===== src/rtl/fpu_fp80_to_int32.sv =====
// x87 80-bit extended real to signed int32 converter (FIST m32int path).
// Four-stage unpack/align/round pipeline FSM with enable/done handshake.
module fpu_fp80_to_int32 #(
    parameter logic [31:0] INT_INDEFINITE = 32'h8000_0000
) (
    input  logic        clk,
    input  logic        reset,
    input  logic        enable,
    input  logic [79:0] fp_in,
    input  logic [1:0]  round_mode,
    output logic [31:0] int_out,
    output logic        done,
    output logic        flag_invalid,
    output logic        flag_inexact
);

    typedef enum logic [2:0] {
        S_IDLE,
        S_UNPACK,
        S_ALIGN,
        S_ROUND,
        S_DONE
    } state_t;

    state_t             state_q, state_d;
    logic [79:0]        fp_q;
    logic [1:0]         rc_q;
    logic signed [16:0] e_q;
    logic               inv_q;
    logic [31:0]        mag_q;
    logic               rnd_q;
    logic               stk_q;
    logic [31:0]        int_out_q;
    logic               inv_out_q;
    logic               inx_out_q;

    logic               sign_w;
    logic [14:0]        exp_w;
    logic [63:0]        mant_w;
    logic signed [16:0] e_w;
    logic               cls_inv_w;
    logic [6:0]         sh_w;
    logic [95:0]        wide_w;
    logic [31:0]        al_int_w;
    logic               al_rnd_w;
    logic               al_stk_w;
    logic               inc_w;
    logic [32:0]        mag_w;
    logic               rng_inv_w;
    logic               res_inv_w;
    logic [31:0]        res_int_w;
    logic               res_inx_w;

    assign sign_w = fp_q[79];
    assign exp_w  = fp_q[78:64];
    assign mant_w = fp_q[63:0];

    always_comb begin
        state_d = state_q;
        unique case (state_q)
            S_IDLE:   if (enable) state_d = S_UNPACK;
            S_UNPACK: state_d = S_ALIGN;
            S_ALIGN:  state_d = S_ROUND;
            S_ROUND:  state_d = S_DONE;
            default:  state_d = S_IDLE;
        endcase
    end

    always_comb begin
        e_w       = $signed({2'b00, exp_w}) - 17'sd16383;
        cls_inv_w = (exp_w == 15'h7FFF)
                  | ((exp_w != 15'd0) & ~mant_w[63])
                  | (e_w > 17'sd31);
    end

    // Shift is only meaningful for -1 <= e <= 31 (63-e in 32..64); wraps otherwise.
    always_comb begin
        sh_w   = 7'd63 - e_q[6:0];
        wide_w = 96'({mant_w, 64'd0} >> sh_w);
        if (e_q < -17'sd1) begin
            al_int_w = 32'd0;
            al_rnd_w = 1'b0;
            al_stk_w = |mant_w;
        end else begin
            al_int_w = wide_w[95:64];
            al_rnd_w = wide_w[63];
            al_stk_w = |wide_w[62:0];
        end
    end

    always_comb begin
        inc_w = 1'b0;
        unique case (rc_q)
            2'b00: inc_w = rnd_q & (stk_q | mag_q[0]);
            2'b01: inc_w = sign_w & (rnd_q | stk_q);
            2'b10: inc_w = ~sign_w & (rnd_q | stk_q);
            default: inc_w = 1'b0;
        endcase
        mag_w     = {1'b0, mag_q} + {32'd0, inc_w};
        rng_inv_w = sign_w ? (mag_w > 33'h0_8000_0000)
                           : (mag_w > 33'h0_7FFF_FFFF);
        res_inv_w = inv_q | rng_inv_w;
        res_inx_w = ~res_inv_w & (rnd_q | stk_q);
        if (res_inv_w) begin
            res_int_w = INT_INDEFINITE;
        end else if (sign_w) begin
            res_int_w = 32'd0 - mag_w[31:0];
        end else begin
            res_int_w = mag_w[31:0];
        end
    end

    always_ff @(posedge clk or posedge reset) begin
        if (reset) begin
            state_q   <= S_IDLE;
            fp_q      <= 80'd0;
            rc_q      <= 2'b00;
            e_q       <= 17'sd0;
            inv_q     <= 1'b0;
            mag_q     <= 32'd0;
            rnd_q     <= 1'b0;
            stk_q     <= 1'b0;
            int_out_q <= 32'd0;
            inv_out_q <= 1'b0;
            inx_out_q <= 1'b0;
        end else begin
            state_q <= state_d;
            unique case (state_q)
                S_IDLE: begin
                    if (enable) begin
                        fp_q <= fp_in;
                        rc_q <= round_mode;
                    end
                end
                S_UNPACK: begin
                    e_q   <= e_w;
                    inv_q <= cls_inv_w;
                end
                S_ALIGN: begin
                    mag_q <= al_int_w;
                    rnd_q <= al_rnd_w;
                    stk_q <= al_stk_w;
                end
                S_ROUND: begin
                    int_out_q <= res_int_w;
                    inv_out_q <= res_inv_w;
                    inx_out_q <= res_inx_w;
                end
                default: ;
            endcase
        end
    end

    assign done         = (state_q == S_DONE);
    assign int_out      = int_out_q;
    assign flag_invalid = inv_out_q;
    assign flag_inexact = inx_out_q;

endmodule


===== config.mk =====
export PLATFORM = sky130hd
export DESIGN_NAME = fpu_fp80_to_int32
export DESIGN_NICKNAME = d
export VERILOG_FILES = /design/src/rtl/fpu_fp80_to_int32.sv
export SDC_FILE = /design/constraint.sdc
export NUM_CORES = 1
export LEC_CHECK = 0
export ABC_AREA = 1
export BUFFER_PORTS_ARGS = -buffer_cell sky130_fd_sc_hd__buf_2
export CAP_MARGIN = 20
export CELL_PAD_IN_SITES_DETAIL_PLACEMENT = 0
export CELL_PAD_IN_SITES_GLOBAL_PLACEMENT = 1
export CORE_MARGIN = 10
export CORE_UTILIZATION = 30
export DETAILED_ROUTE_END_ITERATION = 8
export GPL_ROUTABILITY_DRIVEN = 0
export PLACE_DENSITY = 0.63
export REMOVE_ABC_BUFFERS = 1
export SLEW_MARGIN = 20
export SYNTH_ARGS = -nofsm -noshare
export SYNTH_HDL_FRONTEND = slang
export SYNTH_SLANG_ARGS = --single-unit

===== constraint.sdc =====
create_clock -name clk -period 6.78 [get_ports clk]
set_input_delay 1.356 -clock clk [delete_from_list [all_inputs] [get_ports clk]]
set_output_delay 1.356 -clock clk [all_outputs]
set_load 0.01 [all_outputs]

==> flow_metrics.py, run 1 <==
metrics = {
    "floorplanning": {
        "core_um2": 45600,
        "start_util": 0.304,
        "dieWidth_um": 235,
        "dieArea_um2": 55300,
        "die_h_um": 235,
        "rows": 78,
        "pin_count": 120,
    },
    "logic_synthesis": {
        "synth_warnings": 0,
        "async_flop_share": 1.00,
        "seq_area_frac_synth": 0.307,
        "ys_ff_latch": 170,
        "synth_cells": 2171,
        "synth.top_cell.area_share": 0.307,
        "synth_edf_count": 0,
        "avgSynthCellArea_um2": 6.39,
        "yosys.area.top_type": "dfrtp_1",
        "dominantRegCellSynth": "dfrtp_1",
        "synth_cell_types": 46,
        "synth.cell_area_um2": 13900,
        "ys_top_cells_by_area": "dfrtp_1, nand2_1, nand3_1",
    },
    "timing": {
        "rsz0062_at_grt": "false",
        "worstMarginPinSlew_ns": 0.948,
        "period_share": 0.690,
        "totalNegativeSetupSlack_ns": 0,
        "setup_violations": 0,
        "drv_slew": 0,
        "fin_crit_ns": 4.68,
        "hold_viol": 0,
        "clock-skew-final_ns": 0.0165,
        "relSlewSlack": 0.368,
        "fmaxAchievable_mhz": 214,
    },
    "global_routing": {
        "grt_pass1_wl_mm": 81.1,
        "grt_start_max_net_pins": 109,
        "antenna_found_initial": 0,
        "track_usage": 0.181,
        "grt_pass1_vias": 14200,
        "grt_overflow": 0,
    },
    "power_and_ir_drop": {
        "power_density_nw_per_um2": 592,
        "pwr-share-clk": 0.112,
        "p_leak_uw": 0.00762,
        "intPower_uw": 3910,
        "power.switching_uw": 5270,
        "vdd_drop_max_v": 0.000341,
        "power_switching_share": 0.574,
        "power_frac_comb": 0.666,
        "seqPwrFrac": 0.222,
    },
    "flow_run": {
        "max_cap_viol_count": 0,
    },
    "worst_setup_path": {
        "cp.arrival_ns": 5.12,
        "slowest_delay_ns": 0.88,
        "worstSetupEndpointType": "register",
        "cp_slowest_cell": "dfrtp_1",
        "cpMostUsedCell": "nand2_1",
        "crit_required_ns": 7.22,
        "path_max_fanout": 31,
        "path_class": "register to register",
        "cp-start-kind": "register",
        "path_cells": "xor2_1 > nand3b_1 > a21oi_1 > ha_1 > ha_1 > nand2_2 > nor2_4 > nand3_2 > xor2_1 > nand2_1 > inv_1 > nand2_1 > nor2_2 > nand4_2 > nor2_2 > nand4_1 > nand2_1 > nand3_2 > inv_1 > nand2_1 > nand2_1",
    },
    "clocking": {
        "path_clk_slew_ns": 0.08,
        "clkLatencyLatePin_ns": 0.51,
        "clock_path_buffers": 2,
        "post_cts_buffers": 0,
        "cts_tree": "done",
        "clock_sinks": 170,
        "ctsRootBufferMaster": "clkbuf_16",
        "cts_inserted_buffers": 17,
        "cts_hold_buffers": 0,
        "post_cts_resized": 0,
        "htree_levels": 4,
    },
    "finish": {
        "fill_cells": 5047,
        "nets": 2306,
        "final_util": 0.340,
        "n_antenna_cell": 0,
        "drive_above_1_share": 0.130,
        "area_delta_synth_final_pct": 11.8,
        "most-common-layout-cells": "nand2_1, nand3_1, nor2_1",
        "final_common_cell": "nand2_1",
    },
    "drt": {
        "via_per_inst": 5.22,
        "wirelength_mm": 50.3,
        "dr.pass1.iters": 5,
        "drc": 0,
        "num_vias": 14700,
        "drtIter0Drc": 1266,
        "avgRoutedWirePerCell_um": 17.8,
        "antenna_left": 0,
    },
    "place": {
        "dp_hpwl_mm": 39.7,
        "io_buffer_count": 119,
    },
    "run_status": {
        "status": "finished, final reports clean",
    },
    "worst_hold_path": {
        "hp-class": "register to register",
    },
}
==> logic make-up after synthesis <==
logic type	after synthesis	synth area share
muxes	54	0.0438
adders and majority gates	10	0.00902
DFF	170	0.307
buffers and inverters	237	0.0671
AOI/OAI and AO/OA	175	0.0751
and+or+nand+nor	1473	0.464
xor gates and xnor gates	52	0.0344
==> metrics by stage <==
| stage | total power, uW | hold WS, ns | cells | setup WS (ns) | cell area [um2] |
|---|---|---|---|---|---|
| after floorplan | 6200 | 0.447 | 2057 | 0.821 | 13400 |
| final | 9190 | 0.477 | 2824 | 2.10 | 15500 |
| after global routing | 10100 | 0.505 | 2824 | 1.45 | 15500 |
| after detailed placement | 8100 | 0.463 | 2792 | 2.10 | 14900 |
| after global placement | 8090 | 0.460 | 2792 | 2.14 | 14900 |
| after CTS | 9180 | 0.482 | 2824 | 2.08 | 15500 |
==> critical path, delay by kind of cell, from the launching register on <==
kind            cells  cell delay, ns
simple gates       14            2.18
flops               1            0.88
xor+xnor            2            0.55
buf+inv             2            0.43
fa+ha+maj           2            0.36
compound gates      1            0.19
==> per-layer routing <==
layer	up-vias	GRT usage	wire length, um
li1	7305	-	-
met1	6911	0.254	24600
met2	451	0.269	21400
met3	62	0.0409	3370
met4	0	0.0583	1010
met5	-	0	0
==> power by group through the flow <==
stage	Sequential (uW)	Clock (uW)	Combinational (uW)
floorplan	2040	0	4170
detailed placement	2050	0	6050
CTS	2030	1070	6080
finish	2040	1030	6120
global route	2120	1100	6920
global placement	2040	0	6040
==> worst paths after layout <==
| check | start | endpoint | slack, ns | cells past startpoint |
|---|---|---|---|---|
| hold / removal | int_out[26] | int_out[26] | 0.48 | 2 |
| hold reg to reg | int_out[26] | int_out[26] | 0.48 | 2 |
| max in group asynchronous | reset | e_q[5] | 4.82 | 3 |
| setup / recovery | fp_q[79] | int_out[27] | 2.10 | 21 |
| setup reg to reg | fp_q[79] | int_out[27] | 2.10 | 21 |
| min in group asynchronous | reset | fp_q[36] | 0.92 | 2 |
==> registers in the layout (all words and copies together) (netlist names), 2 cells and up <==
signal,count
fp_q,80
int_out,32
mag_q,32
e_q,16
state_q,3
rc_q,2
==> final cells by class <==
class / instances / area [um2] / share of cell area
Clock buffer: 17 / 425 / 0.0274
Clock inverter: 15 / 179 / 0.0115
Inverter: 123 / 467 / 0.0301
Multi-Input combinational cell: 1764 / 8700 / 0.561
Sequential cell: 170 / 4260 / 0.275
Tap cell: 600 / 751 / 0.0484
Timing Repair Buffer: 135 / 728 / 0.0469
==> synthesized netlist by cell type (2+ instances only) <==
master	instances
a21oi_1	43
a22o_1	3
and2_1	2
buf_1	27
buf_2	15
buf_6	3
clkbuf_1	69
dfrtp_1	170
ha_1	10
inv_1	118
inv_2	4
mux2_2	54
nand2_1	711
nand2_2	2
nand3_1	497
nand3_2	4
nand3b_1	4
nand4_1	25
nand4_2	2
nor2_1	171
nor2_2	4
nor2_4	4
nor3_1	19
nor3_2	4
nor3b_1	2
nor4_1	20
o211ai_1	2
o21ai_0	75
o21ai_1	3
o21ai_2	29
o22ai_1	10
o31ai_1	2
xnor2_1	9
xor2_1	40
xor2_2	3
Power figures use the tool's default switching activity.
==> run 2: changes to the inputs <==
PLACE_DENSITY = 0.65   (was 0.63)
clock period = 4 ns   (was 6.78 ns; I/O delays follow)
==> run 2 against run 1 <==
Clock power increased by 67%. Sequential share of layout area decreased by 0.30 points. Hold slack got worse by 0.057 ns. Wire length is 1.6% lower. Register-to-register slack got worse by 1.7 ns. Clock-buffer cell count rose by 1. Power up 70%. Critical path type unchanged. Highest routed layer unchanged. Sequential power up 58%. Flip-flop and latch count unchanged.
==> flow_metrics.py, run 2 (synthesized netlist as in run 1, its figures left out) <==
metrics = {
    "floorplanning": {
        "rows": 78,
        "dieArea_um2": 55300,
        "start_util": 0.304,
        "pin_count": 120,
        "die_h_um": 235,
        "core_um2": 45600,
        "dieWidth_um": 235,
    },
    "drt": {
        "avgRoutedWirePerCell_um": 17.4,
        "antenna_left": 0,
        "wirelength_mm": 49.5,
        "dr.pass1.iters": 5,
        "drtIter0Drc": 1266,
        "drc": 0,
        "via_per_inst": 5.17,
        "num_vias": 14700,
    },
    "finish": {
        "area_delta_synth_final_pct": 13.0,
        "n_antenna_cell": 0,
        "most-common-layout-cells": "nand2_1, nand3_1, nor2_1",
        "max_flop_register": "fp_q",
        "final_common_cell": "nand2_1",
        "final_area_um2": 15700,
        "nets": 2323,
        "drive_above_1_share": 0.136,
        "final_util": 0.344,
        "largest_register_ffs": 80,
    },
    "timing": {
        "worstMarginPinSlew_ns": 0.934,
        "relSlewSlack": 0.377,
        "holdWs_ns": 0.419,
        "rsz0062_at_grt": "false",
        "fmaxAchievable_mhz": 277,
        "drv_slew": 0,
        "setup_violations": 0,
        "clock-skew-final_ns": 0.0127,
        "hold_viol": 0,
        "fin_crit_ns": 3.61,
        "setup_ws_ns": 0.385,
        "period_share": 0.904,
    },
    "worst_setup_path": {
        "rr_startpoint": "rc_q[0]",
        "cp_slowest_cell": "dfrtp_1",
        "cp.arrival_ns": 4.05,
        "slowest_delay_ns": 0.38,
        "crit_required_ns": 4.43,
        "cp-start-kind": "register",
        "startpoint": "rc_q[0]",
        "path_max_fanout": 23,
        "worstSetupEndpointType": "register",
        "cpMostUsedCell": "nand2_1",
        "path_cells": "inv_1 > ha_1 > xor2_1 > nand3b_1 > a21oi_2 > ha_1 > ha_1 > nand2_2 > nor2_4 > nand2_1 > nand2_1 > nand3_1 > nor2_1 > nand2_1 > nor2_2 > nand4_2 > nor2_2 > nand4_1 > nand2_1 > nand3_4 > buf_12 > o21ai_2",
        "path_class": "register to register",
    },
    "clocking": {
        "clkLatencyLatePin_ns": 0.51,
        "clock_sinks": 170,
        "post_cts_resized": 0,
        "path_clk_slew_ns": 0.07,
        "clock_path_buffers": 2,
        "htree_levels": 4,
        "cts_hold_buffers": 0,
        "cts_inserted_buffers": 17,
        "ctsRootBufferMaster": "clkbuf_16",
        "cts_tree": "done",
        "post_cts_buffers": 0,
    },
    "global_routing": {
        "grt_start_max_net_pins": 79,
        "track_usage": 0.179,
        "grt_pass1_vias": 14300,
        "grt_overflow": 0,
        "antenna_found_initial": 0,
        "grt_pass1_wl_mm": 80.4,
    },
    "power_and_ir_drop": {
        "vdd_drop_max_v": 0.000403,
        "p_leak_uw": 0.00771,
        "power_density_nw_per_um2": 995,
        "p_total_uw": 15600,
    },
    "place": {
        "place_ws_ns": 0.234,
        "place_area_um2": 15100,
        "io_buffer_count": 119,
        "dp_hpwl_mm": 39.4,
    },
    "run_status": {
        "status": "finished, final reports clean",
    },
    "flow_run": {
        "max_cap_viol_count": 0,
    },
    "worst_hold_path": {
        "hp-class": "primary input to asynchronous set/reset pin",
    },
}
==> run 2: cell types whose count changed in the layout (fill, tap and decap cells not counted), moves of 2 or more <==
cell / before / now
buf_12: 1 / 5
buf_4: 15 / 28
clkinv_2: 0 / 2
clkinv_8: 2 / 0
clkinvlp_4: 3 / 1
inv_6: 3 / 6
==> run 2: area by class of cell <==
| cell class | count | area (um2) |
|---|---|---|
| flip-flops and latches | 170 | 4260 |
| clock inverters | 14 | 151 |
| well taps | 600 | 751 |
| repair buffers | 152 | 906 |
| inverters | 123 | 468 |
| multi-input cells | 1764 | 8710 |
| fillers | 5043 | 29900 |
| clock buffers | 18 | 429 |
==> run 2: worst max-delay path, delay by kind of cell, from the launching register on <==
family	cells	cell delay (ns)
xor+xnor	1	0.14
buf+inv	2	0.33
fa+ha+maj	3	0.52
simple gates	14	1.85
flops	1	0.38
compound gates	2	0.29
==> run 2: per-layer routing <==
layer | part of all wire | GRT usage
met2 | 0.44 | 0.274
met3 | 0.062 | 0.0406
met4 | 0.016 | 0.0511
met1 | 0.48 | 0.246
met5 | 0 | 0
==> run 2: through the flow <==
| stage | TNS (ns) | cells |
|---|---|---|
| final | 0 | 2841 |
| after global routing | 0 | 2841 |
| after CTS | 0 | 2841 |
| after detailed placement | 0 | 2809 |
| after global placement | 0 | 2809 |
| after floorplan | -243.46 | 2057 |
==> run 2: worst paths after layout <==
kind / slack [ns] / to / depth (start not counted)
max: 0.39 / int_out[21] / 22
min: 0.42 / fp_q[34] / 2
max reg2reg: 0.39 / int_out[21] / 22
min reg2reg: 0.48 / int_out[9] / 2
max in group asynchronous: 2.74 / e_q[4] / 3
min in group clk: 0.48 / int_out[9] / 2
==> run 2: where the power goes <==
| group | leakage (uW) | internal, uW | switching [uW] | total (uW) |
|---|---|---|---|---|
| combinational | 0.00534 | 3380 | 7280 | 10700 |
| sequential | 0.00209 | 2490 | 741 | 3230 |
| clock | 0.000286 | 884 | 833 | 1720 |
==> run 3: changes to the inputs <==
CORE_ASPECT_RATIO = 1.2   (was not set)
CORE_MARGIN = 5   (was 10)
==> run 3 against run 2 <==
First-iteration DRC count is 14% lower. Clock-buffer cell count is 3 higher. Die area is 8.3% lower. Global-route usage is 1.3 points higher. Hold slack better by 0.040 ns. Sequential share of layout area is 0.11 points lower. Critical path depth stayed put. Power is 0.27% higher. Largest power group unchanged. Highest routed layer unchanged.
==> flow_metrics.py, run 3 (synthesized netlist as in run 1, its figures left out) <==
metrics = {
    "timing": {
        "rsz0062_at_grt": "true",
        "clock-skew-final_ns": 0.0118,
        "drv_slew": 0,
        "relSlewSlack": 0.409,
        "totalNegativeSetupSlack_ns": 0,
        "fmaxAchievable_mhz": 274,
        "period_share": 0.913,
        "worstMarginPinSlew_ns": 0.885,
        "setup_violations": 0,
        "hold_viol": 0,
        "fin_crit_ns": 3.65,
    },
    "clocking": {
        "htree_levels": 4,
        "cts_tree": "done",
        "cts_hold_buffers": 0,
        "path_clk_slew_ns": 0.07,
        "clock_sinks": 170,
        "clock_path_buffers": 2,
        "ctsRootBufferMaster": "clkbuf_16",
        "clkLatencyLatePin_ns": 0.47,
        "cts_inserted_buffers": 17,
    },
    "global_routing": {
        "grt_start_max_net_pins": 79,
        "antenna_found_initial": 0,
        "grt_pass1_vias": 14400,
        "grt_overflow": 0,
        "grt_pass1_wl_mm": 77.1,
        "track_usage": 0.192,
    },
    "drt": {
        "drtIter0Drc": 1090,
        "num_vias": 14500,
        "via_per_inst": 5.07,
        "wirelength_mm": 48.8,
        "dr.pass1.iters": 7,
        "avgRoutedWirePerCell_um": 17.1,
        "antenna_left": 0,
        "drc": 0,
    },
    "worst_setup_path": {
        "path_cells": "inv_1 > ha_1 > xor2_1 > nand3b_1 > a21oi_4 > ha_1 > ha_1 > nand2_2 > nor2_4 > nand3_2 > nor2_4 > nand2_4 > xor2_2 > nor2_4 > nand3_2 > nor2_4 > nand4_1 > nand2_1 > nand3_2 > buf_4 > nor2_2 > nor2_1",
        "rrSetupSlack_ns": 0.35,
        "cp-start-kind": "register",
        "cp_slowest_cell": "dfrtp_1",
        "cp.arrival_ns": 4.00,
        "path_buf_inv": 2,
        "r2r-end": "int_out[31]",
        "path_max_fanout": 5,
        "path_class": "register to register",
        "rr_startpoint": "rc_q[0]",
        "slowest_delay_ns": 0.40,
        "cp_top_family": "simple AND/OR/NAND/NOR gates",
        "worstSetupEndpointType": "register",
        "rr_worst_depth": 22,
        "cpMostUsedCell": "nor2_4",
        "crit_required_ns": 4.35,
    },
    "finish": {
        "final_common_cell": "nand2_1",
        "final_area_um2": 15700,
        "drive_above_1_share": 0.137,
        "max_flop_register": "fp_q",
        "n_antenna_cell": 0,
        "most-common-layout-cells": "nand2_1, nand3_1, nor2_1",
        "area_delta_synth_final_pct": 13.5,
        "largest_register_ffs": 80,
        "nets": 2321,
    },
    "power_and_ir_drop": {
        "p_leak_uw": 0.00772,
        "p_total_uw": 15600,
        "vdd_drop_max_v": 0.000387,
        "power_density_nw_per_um2": 994,
    },
    "floorplanning": {
        "die_h_um": 246,
        "start_util": 0.303,
        "dieArea_um2": 50700,
        "pin_count": 120,
        "core_um2": 45800,
        "dieWidth_um": 206,
        "rows": 86,
    },
    "flow_run": {
        "max_cap_viol_count": 0,
    },
    "place": {
        "dp_hpwl_mm": 38.8,
        "io_buffer_count": 119,
        "place_area_um2": 15100,
    },
    "worst_hold_path": {
        "hp-class": "primary input to asynchronous set/reset pin",
    },
    "run_status": {
        "status": "finished, final reports clean",
    },
}
## run 3: changes by cell type in the layout (fill, tap and decap cells not counted), sizes merged
cell,delta
clkinv,+2
bufinv,+1
buf,-2
inv,-6
clkbuf,+3
## run 3: report_power, final
group / total [uW] / switching, uW / internal [uW] / leakage [uW]
clock network: 1720 / 760 / 962 / 0.000288
registers: 3260 / 774 / 2490 / 0.00209
logic: 10700 / 7250 / 3400 / 0.00535
## run 3: routing by layer
layer | global-route usage | vias to the layer above | wire length (um)
met3 | 0.0261 | 73 | 1540
met1 | 0.221 | 6740 | 19800
li1 | - | 7336 | -
met4 | 0.0789 | 0 | 2010
met2 | 0.353 | 315 | 25400
met5 | 0 | - | 0
## run 3: worst max path at each step
stage | slack (ns) | depth (start not counted) | endpoint | from
2_1_floorplan | -1.40 | 1 | e_q[0] | reset
3_3_place_gp | 0.18 | 23 | int_out[31] | rc_q[0]
3_5_place_dp | 0.11 | 23 | int_out[31] | rc_q[0]
4_1_cts | 0.09 | 23 | int_out[31] | rc_q[0]
5_1_grt | 0.004 | 22 | int_out[31] | rc_q[0]
6_report | 0.35 | 22 | int_out[31] | rc_q[0]
## run 3: metrics by stage
| step | hold slack (ns) | std cells | utilization | worst slack [ns] |
|---|---|---|---|---|
| finish | 0.459 | 2855 | 0.343 | 0.349 |
| global route | 0.495 | 2855 | 0.343 | 0.00379 |
| CTS | 0.470 | 2854 | 0.342 | 0.0880 |
| detailed placement | 0.464 | 2822 | 0.329 | 0.107 |
| global placement | 0.460 | 2822 | 0.329 | 0.176 |
| floorplan | 0.447 | 2057 | - | -1.40 |
## run 3: final cells by class
cell class	count	area [um2]
fillers	5178	30100
multi-input cells	1764	8740
repair buffers	150	903
clock buffers	21	460
clock inverters	11	138
inverters	123	467
well taps	616	771
flip-flops and latches	170	4260
## run 3: what timing repair did
action,in CTS,in global routing
gates resized for setup,0,9
setup endpoints to repair,0,34
endpoints found under the hold margin,0,0
setup buffers,0,1
